--- config.mk ---
export PLATFORM = sky130hd
export DESIGN_NAME = punc_loader
export DESIGN_NICKNAME = d
export VERILOG_FILES = /design/src/rtl/punc_loader_pkg.sv /design/src/rtl/punc_loader_word_asm.sv /design/src/rtl/punc_loader.sv
export SDC_FILE = /design/constraint.sdc
export NUM_CORES = 1
export LEC_CHECK = 0
export CAP_MARGIN = 0
export CORE_MARGIN = 3
export CORE_UTILIZATION = 59
export CTS_CLUSTER_SIZE = 12
export DETAILED_ROUTE_END_ITERATION = 10
export HOLD_SLACK_MARGIN = 0.02
export PLACE_DENSITY_LB_ADDON = 0.12
export REMOVE_ABC_BUFFERS = 1
export SLEW_MARGIN = 20
export SYNTH_ARGS = -nofsm -noshare
export SYNTH_HDL_FRONTEND = slang
export SYNTH_SLANG_ARGS = --single-unit
--- constraint.sdc ---
create_clock -name clk -period 5.5 [get_ports clk]
set_input_delay 0.55 -clock clk [delete_from_list [all_inputs] [get_ports clk]]
set_output_delay 0.55 -clock clk [all_outputs]
set_load 0.02 [all_outputs]
--- src/rtl/punc_loader_pkg.sv ---
// Shared definitions for the PUnC boot loader: FSM state encoding, stream byte order, checksum width.
// Optional checksum trailer is enabled with PUNC_LOADER_CHECKSUM_EN.
package punc_loader_pkg;

    localparam int BYTE_W = 8;
    localparam int WORD_W = 16;
    localparam int CSUM_W = 16;

    // Every multi-byte stream field (ADDR, COUNT, DATA, CSUM) arrives high byte first.
    localparam bit HI_BYTE_FIRST = 1'b1;

    typedef enum logic [3:0] {
        LDR_ADDR_HI = 4'd0,
        LDR_ADDR_LO = 4'd1,
        LDR_CNT_HI  = 4'd2,
        LDR_CNT_LO  = 4'd3,
        LDR_DATA_HI = 4'd4,
        LDR_DATA_LO = 4'd5,
        LDR_CSUM_HI = 4'd6,
        LDR_CSUM_LO = 4'd7,
        LDR_RUN     = 4'd8,
        LDR_ERR     = 4'd9
    } ldr_state_t;

    function automatic logic [WORD_W-1:0] be_word(input logic [BYTE_W-1:0] first,
                                                  input logic [BYTE_W-1:0] second);
        return HI_BYTE_FIRST ? {first, second} : {second, first};
    endfunction

endpackage

--- src/rtl/punc_loader_word_asm.sv ---
// Purpose: pairs stream bytes into one 16-bit memory word and issues its write.
// Latency: write strobe, address and data registered 1 cycle after the low-byte transfer.
// Backpressure: none; the parent only pulses hi_en/lo_en on accepted bytes.
module punc_loader_word_asm
    import punc_loader_pkg::*;
#(
    parameter int ADDR_W = 16
) (
    input  logic              clk,
    input  logic              rst,
    input  logic              hi_en,
    input  logic              lo_en,
    input  logic [BYTE_W-1:0] in_byte,
    input  logic [ADDR_W-1:0] addr,
    output logic              wr,
    output logic [ADDR_W-1:0] wr_addr,
    output logic [WORD_W-1:0] wr_data
);

    logic [BYTE_W-1:0] hi_q;

    always_ff @(posedge clk) begin
        if (!rst) begin
            hi_q    <= '0;
            wr      <= 1'b0;
            wr_addr <= '0;
            wr_data <= '0;
        end else begin
            wr <= lo_en;
            if (hi_en) begin
                hi_q <= in_byte;
            end
            if (lo_en) begin
                wr_addr <= addr;
                wr_data <= be_word(hi_q, in_byte);
            end
        end
    end

endmodule

--- src/rtl/punc_loader.sv ---
// Purpose: boot loader; parses ADDR/COUNT/DATA byte stream into PUnC memory writes, holds core in reset until done.
// Latency: memory write 1 cycle after each low data byte; cpu_rst drops the cycle after the last write.
// Backpressure: in_ready low in RUN/ERR only; stream may stall indefinitely. Checksum trailer: PUNC_LOADER_CHECKSUM_EN.
module punc_loader
    import punc_loader_pkg::*;
#(
    parameter int MEM_ADDR_W = 16,
    parameter int MEM_DATA_W = 16
) (
    input  logic                  clk,
    input  logic                  rst,
    input  logic                  in_valid,
    input  logic [7:0]            in_data,
    output logic                  in_ready,
    input  logic                  load_req,
    output logic                  mem_wr,
    output logic [MEM_ADDR_W-1:0] mem_addr,
    output logic [MEM_DATA_W-1:0] mem_data,
    output logic                  cpu_rst,
    output logic                  done,
    output logic                  err
);

    if (MEM_DATA_W != WORD_W) begin : g_bad_data_w
        $error("punc_loader: MEM_DATA_W must be 16");
    end
    if (MEM_ADDR_W < 1 || MEM_ADDR_W > 16) begin : g_bad_addr_w
        $error("punc_loader: MEM_ADDR_W must be 1..16");
    end

`ifdef PUNC_LOADER_CHECKSUM_EN
    localparam ldr_state_t LDR_AFTER_DATA = LDR_CSUM_HI;
`else
    localparam ldr_state_t LDR_AFTER_DATA = LDR_RUN;
`endif

    ldr_state_t  state_q, state_d;
    logic [15:0] addr_q;
    logic [15:0] cnt_q;
    logic        xfer;

    assign in_ready = (state_q != LDR_RUN) && (state_q != LDR_ERR);
    assign xfer     = in_valid && in_ready;

`ifdef PUNC_LOADER_CHECKSUM_EN
    logic [7:0]        csum_hi_q;
    logic [CSUM_W-1:0] sum_q;
`endif

    always_ff @(posedge clk) begin
        if (!rst) begin
            state_q <= LDR_ADDR_HI;
        end else begin
            state_q <= state_d;
        end
    end

    always_comb begin
        state_d = state_q;
        case (state_q)
            LDR_ADDR_HI: if (xfer) state_d = LDR_ADDR_LO;
            LDR_ADDR_LO: if (xfer) state_d = LDR_CNT_HI;
            LDR_CNT_HI:  if (xfer) state_d = LDR_CNT_LO;
            LDR_CNT_LO: begin
                if (xfer) begin
                    state_d = ({cnt_q[15:8], in_data} == 16'd0) ? LDR_AFTER_DATA : LDR_DATA_HI;
                end
            end
            LDR_DATA_HI: if (xfer) state_d = LDR_DATA_LO;
            LDR_DATA_LO: begin
                if (xfer) begin
                    state_d = (cnt_q == 16'd1) ? LDR_AFTER_DATA : LDR_DATA_HI;
                end
            end
`ifdef PUNC_LOADER_CHECKSUM_EN
            LDR_CSUM_HI: if (xfer) state_d = LDR_CSUM_LO;
            LDR_CSUM_LO: begin
                if (xfer) begin
                    state_d = (be_word(csum_hi_q, in_data) == sum_q) ? LDR_RUN : LDR_ERR;
                end
            end
`endif
            LDR_RUN, LDR_ERR: if (load_req) state_d = LDR_ADDR_HI;
            default: state_d = LDR_ADDR_HI;
        endcase
    end

    // Address wraps at 16 bits; only the low MEM_ADDR_W bits reach memory, so it also wraps there.
    always_ff @(posedge clk) begin
        if (!rst) begin
            addr_q <= '0;
            cnt_q  <= '0;
        end else if (xfer) begin
            case (state_q)
                LDR_ADDR_HI: addr_q[15:8] <= in_data;
                LDR_ADDR_LO: addr_q[7:0]  <= in_data;
                LDR_CNT_HI:  cnt_q[15:8]  <= in_data;
                LDR_CNT_LO:  cnt_q[7:0]   <= in_data;
                LDR_DATA_LO: begin
                    addr_q <= addr_q + 16'd1;
                    cnt_q  <= cnt_q - 16'd1;
                end
                default: ;
            endcase
        end
    end

    punc_loader_word_asm #(
        .ADDR_W (MEM_ADDR_W)
    ) u_word_asm (
        .clk     (clk),
        .rst     (rst),
        .hi_en   (xfer && (state_q == LDR_DATA_HI)),
        .lo_en   (xfer && (state_q == LDR_DATA_LO)),
        .in_byte (in_data),
        .addr    (addr_q[MEM_ADDR_W-1:0]),
        .wr      (mem_wr),
        .wr_addr (mem_addr),
        .wr_data (mem_data)
    );

    // Qualifying with state_d keeps RUN outputs off during the write cycle and drops them
    // the cycle after a reload request.
    always_ff @(posedge clk) begin
        if (!rst) begin
            cpu_rst <= 1'b1;
            done    <= 1'b0;
        end else begin
            cpu_rst <= !((state_q == LDR_RUN) && (state_d == LDR_RUN));
            done    <= (state_q == LDR_RUN) && (state_d == LDR_RUN);
        end
    end

`ifdef PUNC_LOADER_CHECKSUM_EN
    // Summing the written words: the last word's write lands before CSUM_LO can transfer.
    always_ff @(posedge clk) begin
        if (!rst) begin
            csum_hi_q <= '0;
            sum_q     <= '0;
            err       <= 1'b0;
        end else begin
            err <= (state_q == LDR_ERR) && (state_d == LDR_ERR);
            if (xfer && (state_q == LDR_CSUM_HI)) begin
                csum_hi_q <= in_data;
            end
            if (xfer && (state_q == LDR_ADDR_HI)) begin
                sum_q <= '0;
            end else if (mem_wr) begin
                sum_q <= sum_q + mem_data;
            end
        end
    end
`else
    assign err = 1'b0;
`endif

endmodule

Yosys cells after proc, flatten, opt, wreduce, memory -nomap -nowiden
Index checks and enable logic that the tools add are counted.
{"block": "op_classes", "addsub": 2, "n_eq_ne": 11, "muxes": 14, "n_reduce_logical": 17}
{"op": "8-bit one-hot mux with 2 select lines", "count": 4}
{"op": "4-bit two-way mux", "count": 9}
{"op": "4-bit one-hot mux with 7 select lines", "count": 1}
{"op": "16-bit by 1-bit adder with 16-bit output (second input constant)", "count": 1}
{"op": "16-bit by 1-bit == test with 1-bit output (second input constant)", "count": 1}
{"op": "16-bit logical NOT", "count": 1}
{"op": "16-bit by 1-bit subtractor with 16-bit output (second input constant)", "count": 1}
{"op": "4-bit == test (second input constant)", "count": 3}
{"op": "4-bit by 2-bit == test with 1-bit output (second input constant)", "count": 2}
{"op": "4-bit by 3-bit == test with 1-bit output (second input constant)", "count": 2}
{"op": "4-bit inequality test (second input constant)", "count": 2}
{"op": "2-bit AND reduction", "count": 4}
{"op": "2-bit nonzero test", "count": 4}
{"op": "1-bit logical AND", "count": 5}
{"op": "4-bit by 1-bit == test with 1-bit output (second input constant)", "count": 1}
{"op": "4-bit logical NOT", "count": 1}
{"op": "2-bit OR reduction", "count": 1}
{"op": "1-bit logical NOT", "count": 1}
{"block": "word_totals", "register_bits": 79, "out_inout_bits": 37, "elab_cells": 55}

Logic depth before layout (Yosys ltp)
Gate-level depths: netlist (run 1).
{"block": "depth", "ltp_word": 8, "depth_mapped": 7, "mapped_depth_nobuf": 6}

Hierarchy
A second synthesis (run 1) with hierarchy kept.
{"block": "unflattened", "hier_cells": 449, "hier_area_um2": 3976.3}
{"module": "punc_loader", "n_inst": 1, "cells_per_inst": 318, "area_each_um2": 2407.3, "seq_area_each_um2": 760.7}
{"module": "punc_loader_word_asm", "n_inst": 1, "cells_per_inst": 131, "area_each_um2": 1569.0, "seq_area_each_um2": 820.8}

Least setup slack after synthesis (run 1)
No wires, ideal clock.
{"block": "synth_timing", "path_type": "input-to-reg", "start": "input port in_valid", "end": "register addr_q[14]", "arrival_ns": 1.899, "required_ns": 5.378, "slack_ns": 3.479, "path_stages": 4, "path_buffers": 0, "cell_sequence": "or3b_4 nor2_1 mux2_2 a221o_1"}
{"block": "synth_via", "elab_chain_len": 2}
{"element": "start, declared", "line": "punc_loader.sv:12", "rtl": "input logic in_valid,"}
{"element": "1-bit logical AND", "line": "punc_loader.sv:43", "rtl": "assign xfer = in_valid && in_ready;"}
{"element": "2-bit AND reduction (no line)"}
{"element": "end signal, assigned", "line": "punc_loader.sv:95", "rtl": "LDR_ADDR_HI: addr_q[15:8] <= in_data;"}
{"element": "end signal, assigned", "line": "punc_loader.sv:100", "rtl": "addr_q <= addr_q + 16'd1;"}
{"element": "end, declared", "line": "punc_loader.sv:38", "rtl": "logic [15:0] addr_q;"}
Every way passes these cells.
A chain may end at the register's enable or synchronous reset.

==> results.md, run 1 <==
- Status: finished, final reports clean
- Final instance area: 4510 um2
- Crit-path cells: clkdlybuf4s50_1 > inv_2 > buf_4 > o22ai_1 > o2bb2ai_1
- Crit path DAT: 2850 ps
- Reg area: 1580 um2
- Max FO, Critical Path: 54
- RSZ-0062 raised after global routing: false
- I/O pin total: 49
- Tcrit/Tclk final: 0.477
- Crit path buf inv count: 3
- Row cnt: 28
- Die Span X: 86.5 um
- Internal power component: 0.889 mW
- Initial antenna violation count: 0
- Die Y: 86.5 um
- Nets: 526
- Total core area: 6100 um2
- Clock Power Share: 0.409
- Pin count of the biggest net entering global routing: 55
- Share of cells above drive strength 1: 0.0659
- Syn Std Cell Area: 3820 um2
- Worst R2R Path Depth: 5
- Fin. max-slew vios: 0
- Initial core utilization: 0.626
- Fin crit period: 2620 ps
- Number of H-tree levels: 3
- WL/cell: 16.7 um
- Drt pass-1 iters: 5
- First-pass GRT wire length: 16400 um
- Synth Register Bits: 79
- Worst Tran Pin Value: 935 ps
- TritonCTS clock tree: yes
- Routed vias: 3736
- Post-CTS setup buffers: 0
- Most common cell after layout, fill and taps aside: dfxtp_1
- TritonCTS Sinks: 79
- CTS buffer count: 9
- Gate Count Post-Synth: 486
- Post-synthesis sequential area ratio: 0.414
- Detailed-route DRC error count: 0
- CP Launch Type: primary input
- Worst Path Class, Setup: in2reg
- Asr flop ratio synth: 0
- Root Driver: clkbuf_8
- TNS Setup: 0 ps
- Synth Area per Inst: 7.86 um2
- Power Dens Cells: 266 nW/um2
- Slowest stage delay, CP: 910 ps
- Max Cap Viol: 0
- Top FF cell, synth: dfxtp_1
- Synth unique cells: 54
- # resized after CTS: 0
- Total grt overflow: 0
- Cts hold-fix bufs: 0
- Max Freq: 381 MHz
- Post-route core utilization: 0.740
- Skew final: 8.14 ps
- Hold Startpoint: u_word_asm.wr_addr[14]
- Final setup violation count: 0
- Switch share: 0.260
- Vias per cell: 6.32
- Worst-path clk slew: 80 ps
- Final WL: 9850 um
- Hold Path Sink: u_word_asm.wr_addr[14]
- Dpl cell area: 4280 um2
- Post-synth EDFFs: 0
- Hold Path Cell Cnt: 2
- Fillers: 466
- IO buf count: 47
- Vias in the first global route: 3479
- VDD IR max: 0.000204 V
- CP delay by family, top: buffers and inverters
- Antenna cells: 0
- Sequential power share: 0.504
- Most frequent cells in the layout: dfxtp_1, nand2_1, a21oi_1
- Die ar.: 7470 um2
- DP HPWL: 6560 um
- Area of the multi-input gates: 2080 um2
- Crit end category: register
- Synth Warn #: 0
- CP required: 5730 ps
- Total GRT Usage: 0.272
- Synthesis-to-layout area growth: 18.1%
- Final hold viol count: 0
- R2r setup slk: 3130 ps
- Final ANT Viol Nets: 0
- RR Endpoint: cpu_rst
- Max Root-Sink Buffers: 2
- Leakage: 1.62 nW
- Combinational share of power: 0.086
- RD Place Congestion: 0.906
- Slowest stage cell on the critical path: clkdlybuf4s50_1
- Critical R2R Launch: state_q[0]
- Total Power: 1.20 mW
- Slew margin rel.: 0.375
- Hold Path Class: reg2reg
- DRT iter0 DRCs: 310
- Worst skew pair latency: 350 ps
- Switch Pwr: 0.312 mW
-- power groups by stage --
stage	clock, mW	sequential, mW	combinational [mW]
floorplan	0	0.612	0.0658
global placement	0	0.617	0.0993
detailed placement	0	0.618	0.101
CTS	0.495	0.605	0.102
global route	0.519	0.609	0.113
finish	0.492	0.606	0.104
-- area by class of cell --
cell class,count,share of cell area
Multi-Input combinational cell,364,0.462
Clock buffer,9,0.0275
Tap cell,75,0.0208
Timing Repair Buffer,51,0.111
Sequential cell,79,0.351
Inverter,6,0.00499
Clock inverter,7,0.0228
-- cells by family after synthesis --
kind of cell             Yosys count  share of synthesized area
AO/OA/AOI/OAI                    137                      0.213
XOR/XNOR                           4                    0.00917
adder cells (fa/ha/maj)            3                    0.00983
buffers and inverters             43                     0.0449
flip-flops                        79                      0.414
multiplexers                      13                     0.0347
other                              1                   0.000982
AND/OR/NAND/NOR                  206                      0.273
-- registers in the layout, summed over array words and instances, names as in the netlist --
signal / count
addr_q: 16
cnt_q: 16
u_word_asm.wr_addr: 16
u_word_asm.wr_data: 16
u_word_asm.hi_q: 8
state_q: 4
cpu_rst: 1
done: 1
u_word_asm.wr: 1
-- layer usage --
| layer | vias to the layer above | GRT usage | part of all wire |
|---|---|---|---|
| met5 | - | 0 | 0 |
| met4 | 0 | 0.133 | 0.029 |
| met3 | 36 | 0.0504 | 0.079 |
| met2 | 171 | 0.425 | 0.46 |
| met1 | 1726 | 0.362 | 0.43 |
| li1 | 1803 | - | - |
-- synth_stat cells, drive strengths merged, types with 4 or more instances --
| cell | number | share of area |
|---|---|---|
| nor4 | 11 | 0.018 |
| and3 | 7 | 0.011 |
| nand2 | 79 | 0.078 |
| clkbuf | 30 | 0.029 |
| mux2i | 11 | 0.029 |
| o22ai | 4 | 0.0066 |
| o21a | 4 | 0.0079 |
| inv | 6 | 0.0059 |
| and4 | 4 | 0.0092 |
| nor2 | 31 | 0.030 |
| nand3 | 18 | 0.024 |
| a211oi | 4 | 0.0079 |
| or3b | 4 | 0.0098 |
| xor2 | 4 | 0.0092 |
| and2 | 10 | 0.016 |
| dfxtp | 79 | 0.41 |
| a21oi | 61 | 0.080 |
| nand4 | 4 | 0.0066 |
| nor3b | 6 | 0.012 |
| o31ai | 4 | 0.0079 |
| nor3 | 11 | 0.014 |
| buf | 7 | 0.0095 |
| o21ai | 29 | 0.038 |
| a31oi | 10 | 0.016 |
| or4 | 8 | 0.016 |
-- through the flow --
stage               setup WS [ps]  hold WS [ps]  cells
floorplan                    2210           432    449
detailed placement           2570           446    575
CTS                          2940           452    591
global route                 2740           480    591
finish                       2880           453    591
global placement             2380           438    575
-- worst register-to-register path: stages (launching register included) --
cell and delay (ps):
dfxtp_1 630, nor4bb_1 370, buf_4 250, and2_2 600
a32o_1 330, o21ai_0 80
-- worst max path at each step --
stage | cells past startpoint | slack, ps | startpoint | end
floorplan | 4 | 2210 | state_q[0] | addr_q[11]
global placement | 6 | 2380 | in_valid | cpu_rst
detailed placement | 5 | 2570 | rst | cnt_q[13]
CTS | 5 | 2940 | rst | cnt_q[13]
global route | 5 | 2740 | rst | cnt_q[13]
finish | 5 | 2880 | rst | cnt_q[13]
No activity file was read; power rests on OpenSTA's default activity.
==> run 2: changes to the inputs <==
Settings changed: CORE_UTILIZATION 59 to 50.
Clock period 5.5 ns to 2.4 ns, I/O delays scaled along.
==> run 2 against run 1 <==
Cell count up 6.9%. Setup slack worse by 2700 ps. Critical path depth down 3. Clock skew up 2.4 ps. Clock-buffer cell count up 2. Via count down 0.75%. Total power up 110%. Register-to-register slack worse by 2800 ps. Sequential share of layout area down 0.89 points. Highest routed layer unchanged. Critical path type is now reg2out. Global-route usage down 3.9 points.
==> results.md, run 2 (synthesized netlist as in run 1, its figures left out) <==
- Status: finished, final reports clean
- Worst skew pair latency: 350 ps (about the same)
- Die Span X: 93.4 um (+8.0%)
- DP HPWL: 6820 um (+3.9%)
- Vias in the first global route: 3614 (+3.9%)
- Max Freq: 456 MHz
- Power Dens Cells: 543 nW/um2 (+100%)
- RD Place Congestion: 0.860 (-5.1%)
- Die ar.: 8720 um2 (+17%)
- Internal power component: 1.83 mW (+110%)
- Total grt overflow: 0 (unchanged)
- Post-CTS setup buffers: 0 (unchanged)
- Max Root-Sink Buffers: 2 (unchanged)
- WL/cell: 15.6 um (-6.2%)
- Routed vias: 3708 (-0.75%)
- Final hold viol count: 0 (unchanged)
- Antenna cells: 0 (unchanged)
- Post-route core utilization: 0.631 (-0.109)
- CP required: 2160 ps (-3570 ps)
- Max Cap Viol: 0 (unchanged)
- Hold Slack: 455 ps (+1.30 ps)
- CP Launch Type: register
- Final WL: 9880 um (+0.31%)
- Worst Path Class, Setup: reg2out
- Crit path DAT: 1950 ps (-900 ps)
- Drt pass-1 iters: 4 (-1)
- Switch share: 0.272 (+0.0121)
- Die Y: 93.4 um (+8.0%)
- Sequential power share: 0.551 (+0.047)
- Cts hold-fix bufs: 0 (unchanged)
- Slowest stage cell on the critical path: clkdlybuf4s50_1
- Final WS setup: 206 ps (-2670 ps)
- Fin crit period: 2190 ps
- Vias per cell: 5.87 (-7.2%)
- TritonCTS Sinks: 79 (unchanged)
- Final ANT Viol Nets: 0 (unchanged)
- Number of H-tree levels: 3 (unchanged)
- Pin count of the biggest net entering global routing: 69 (+25%)
- IO buf count: 47 (unchanged)
- Placement Setup Slack: 213 ps (-2350 ps)
- Non-Filler Instances: 632 (+6.9%)
- Critical R2R Launch: cnt_q[0]
- Root Driver: clkbuf_8
- Total core area: 7330 um2 (+20%)
- Switch Pwr: 0.684 mW (+120%)
- Row cnt: 31 (+11%)
- TNS Setup: 0 ps (unchanged)
- Slew margin rel.: 0.633 (+0.258)
- Clock Power Share: 0.347 (-0.062)
- DRT iter0 DRCs: 222 (-28%)
- Leakage: 1.67 nW (+3.1%)
- RSZ-0062 raised after global routing: false
- Hold Startpoint: u_word_asm.wr_data[7]
- CTS buffer count: 9 (unchanged)
- Max FO, Critical Path: 9 (-83%)
- Crit end category: primary output
- # resized after CTS: 0 (unchanged)
- Nets: 543 (+3.2%)
- Fillers: 633 (+36%)
- Initial antenna violation count: 0 (unchanged)
- Share of cells above drive strength 1: 0.0882 (+0.0223)
- Worst setup path startpoint: state_q[3]
- Most frequent cells in the layout: nand2_1, dfxtp_1, a21oi_1
- VDD IR max: 0.000338 V (+66%)
- Placed insts: 616 (+7.1%)
- Skew final: 10.5 ps (+2.37 ps)
- Final setup violation count: 0 (unchanged)
- Fin. max-slew vios: 0 (unchanged)
- Initial core utilization: 0.521 (-0.106)
- Slowest stage delay, CP: 560 ps (-350 ps)
- Worst-path clk slew: 80 ps (about the same)
- I/O pin total: 49 (unchanged)
- TritonCTS clock tree: yes
- Combinational share of power: 0.102 (+0.016)
- Tcrit/Tclk final: 0.914
- Synthesis-to-layout area growth: 21.2%
- First-pass GRT wire length: 16500 um (+0.84%)
- Worst Tran Pin Value: 546 ps (-389 ps)
- Detailed-route DRC error count: 0 (unchanged)
- Hold Path Class: reg2reg
- Crit-path cells: or3b_2 > clkdlybuf4s50_1
- Total GRT Usage: 0.233 (-0.0389)
-- run 2: cell count changes in the layout (fill, tap and decap cells not counted) --
cell / change
bufinv_16: -2
nand2_1: +1
clkinvlp_4: +2
clkinv_2: +1
inv_8: -1
nand2_2: -1
inv_6: -1
clkinv_4: -1
clkbuf_1: +2
and2_1: +1
buf_12: +2
and2_2: -1
buf_4: +15
-- run 2: worst paths after layout --
path / slack, ps / cells after the start / endpoint
worst max-delay path: 210 / 2 / in_ready
worst min-delay path: 450 / 2 / u_word_asm.wr_data[7]
worst max register to register: 380 / 6 / cnt_q[14]
worst min register to register: 450 / 2 / u_word_asm.wr_data[7]
-- run 2: stage by stage --
step           power (mW)  cell area (um2)
2_1_floorplan        1.55             3670
3_3_place_gp         1.66             4460
3_5_place_dp         1.67             4460
4_1_cts              2.53             4630
5_1_grt              2.61             4630
6_report             2.51             4630
-- run 2: power by group through the flow --
stage / registers (mW) / clock network, mW / logic (mW)
2_1_floorplan: 1.40 / 0 / 0.151
4_1_cts: 1.38 / 0.893 / 0.253
6_report: 1.38 / 0.872 / 0.256
5_1_grt: 1.39 / 0.935 / 0.281
3_3_place_gp: 1.41 / 0 / 0.249
3_5_place_dp: 1.41 / 0 / 0.253
-- run 2: routing by layer --
metal,GRT usage,routed length [um],vias to the layer above
met5,0,0,-
met4,0.109,214,0
met3,0.0426,631,18
met2,0.379,4620,119
met1,0.299,4410,1735
li1,-,-,1836
-- run 2: layout make-up --
class	instances	area, um2	share of cell area
multi-input combinational	364	2080	0.450
sequential	79	1580	0.342
timing repair buffer	68	653	0.141
clock buffer	11	131	0.0284
tap	99	124	0.0268
clock inverter	5	33.8	0.00730
inverter	6	22.5	0.00487
-- run 2: critical path: cells and delay by family, from the launching register on --
family | cells | cell delay (ps)
DFF | 1 | 520
buffers and inverters | 1 | 560
and+or+nand+nor | 1 | 530
==> run 3: changes to the inputs <==
Settings changed: SLEW_MARGIN 20 to unset.
==> results of run 3 <==
No change in the layout: final DEF, timing and power equal those of run 2.
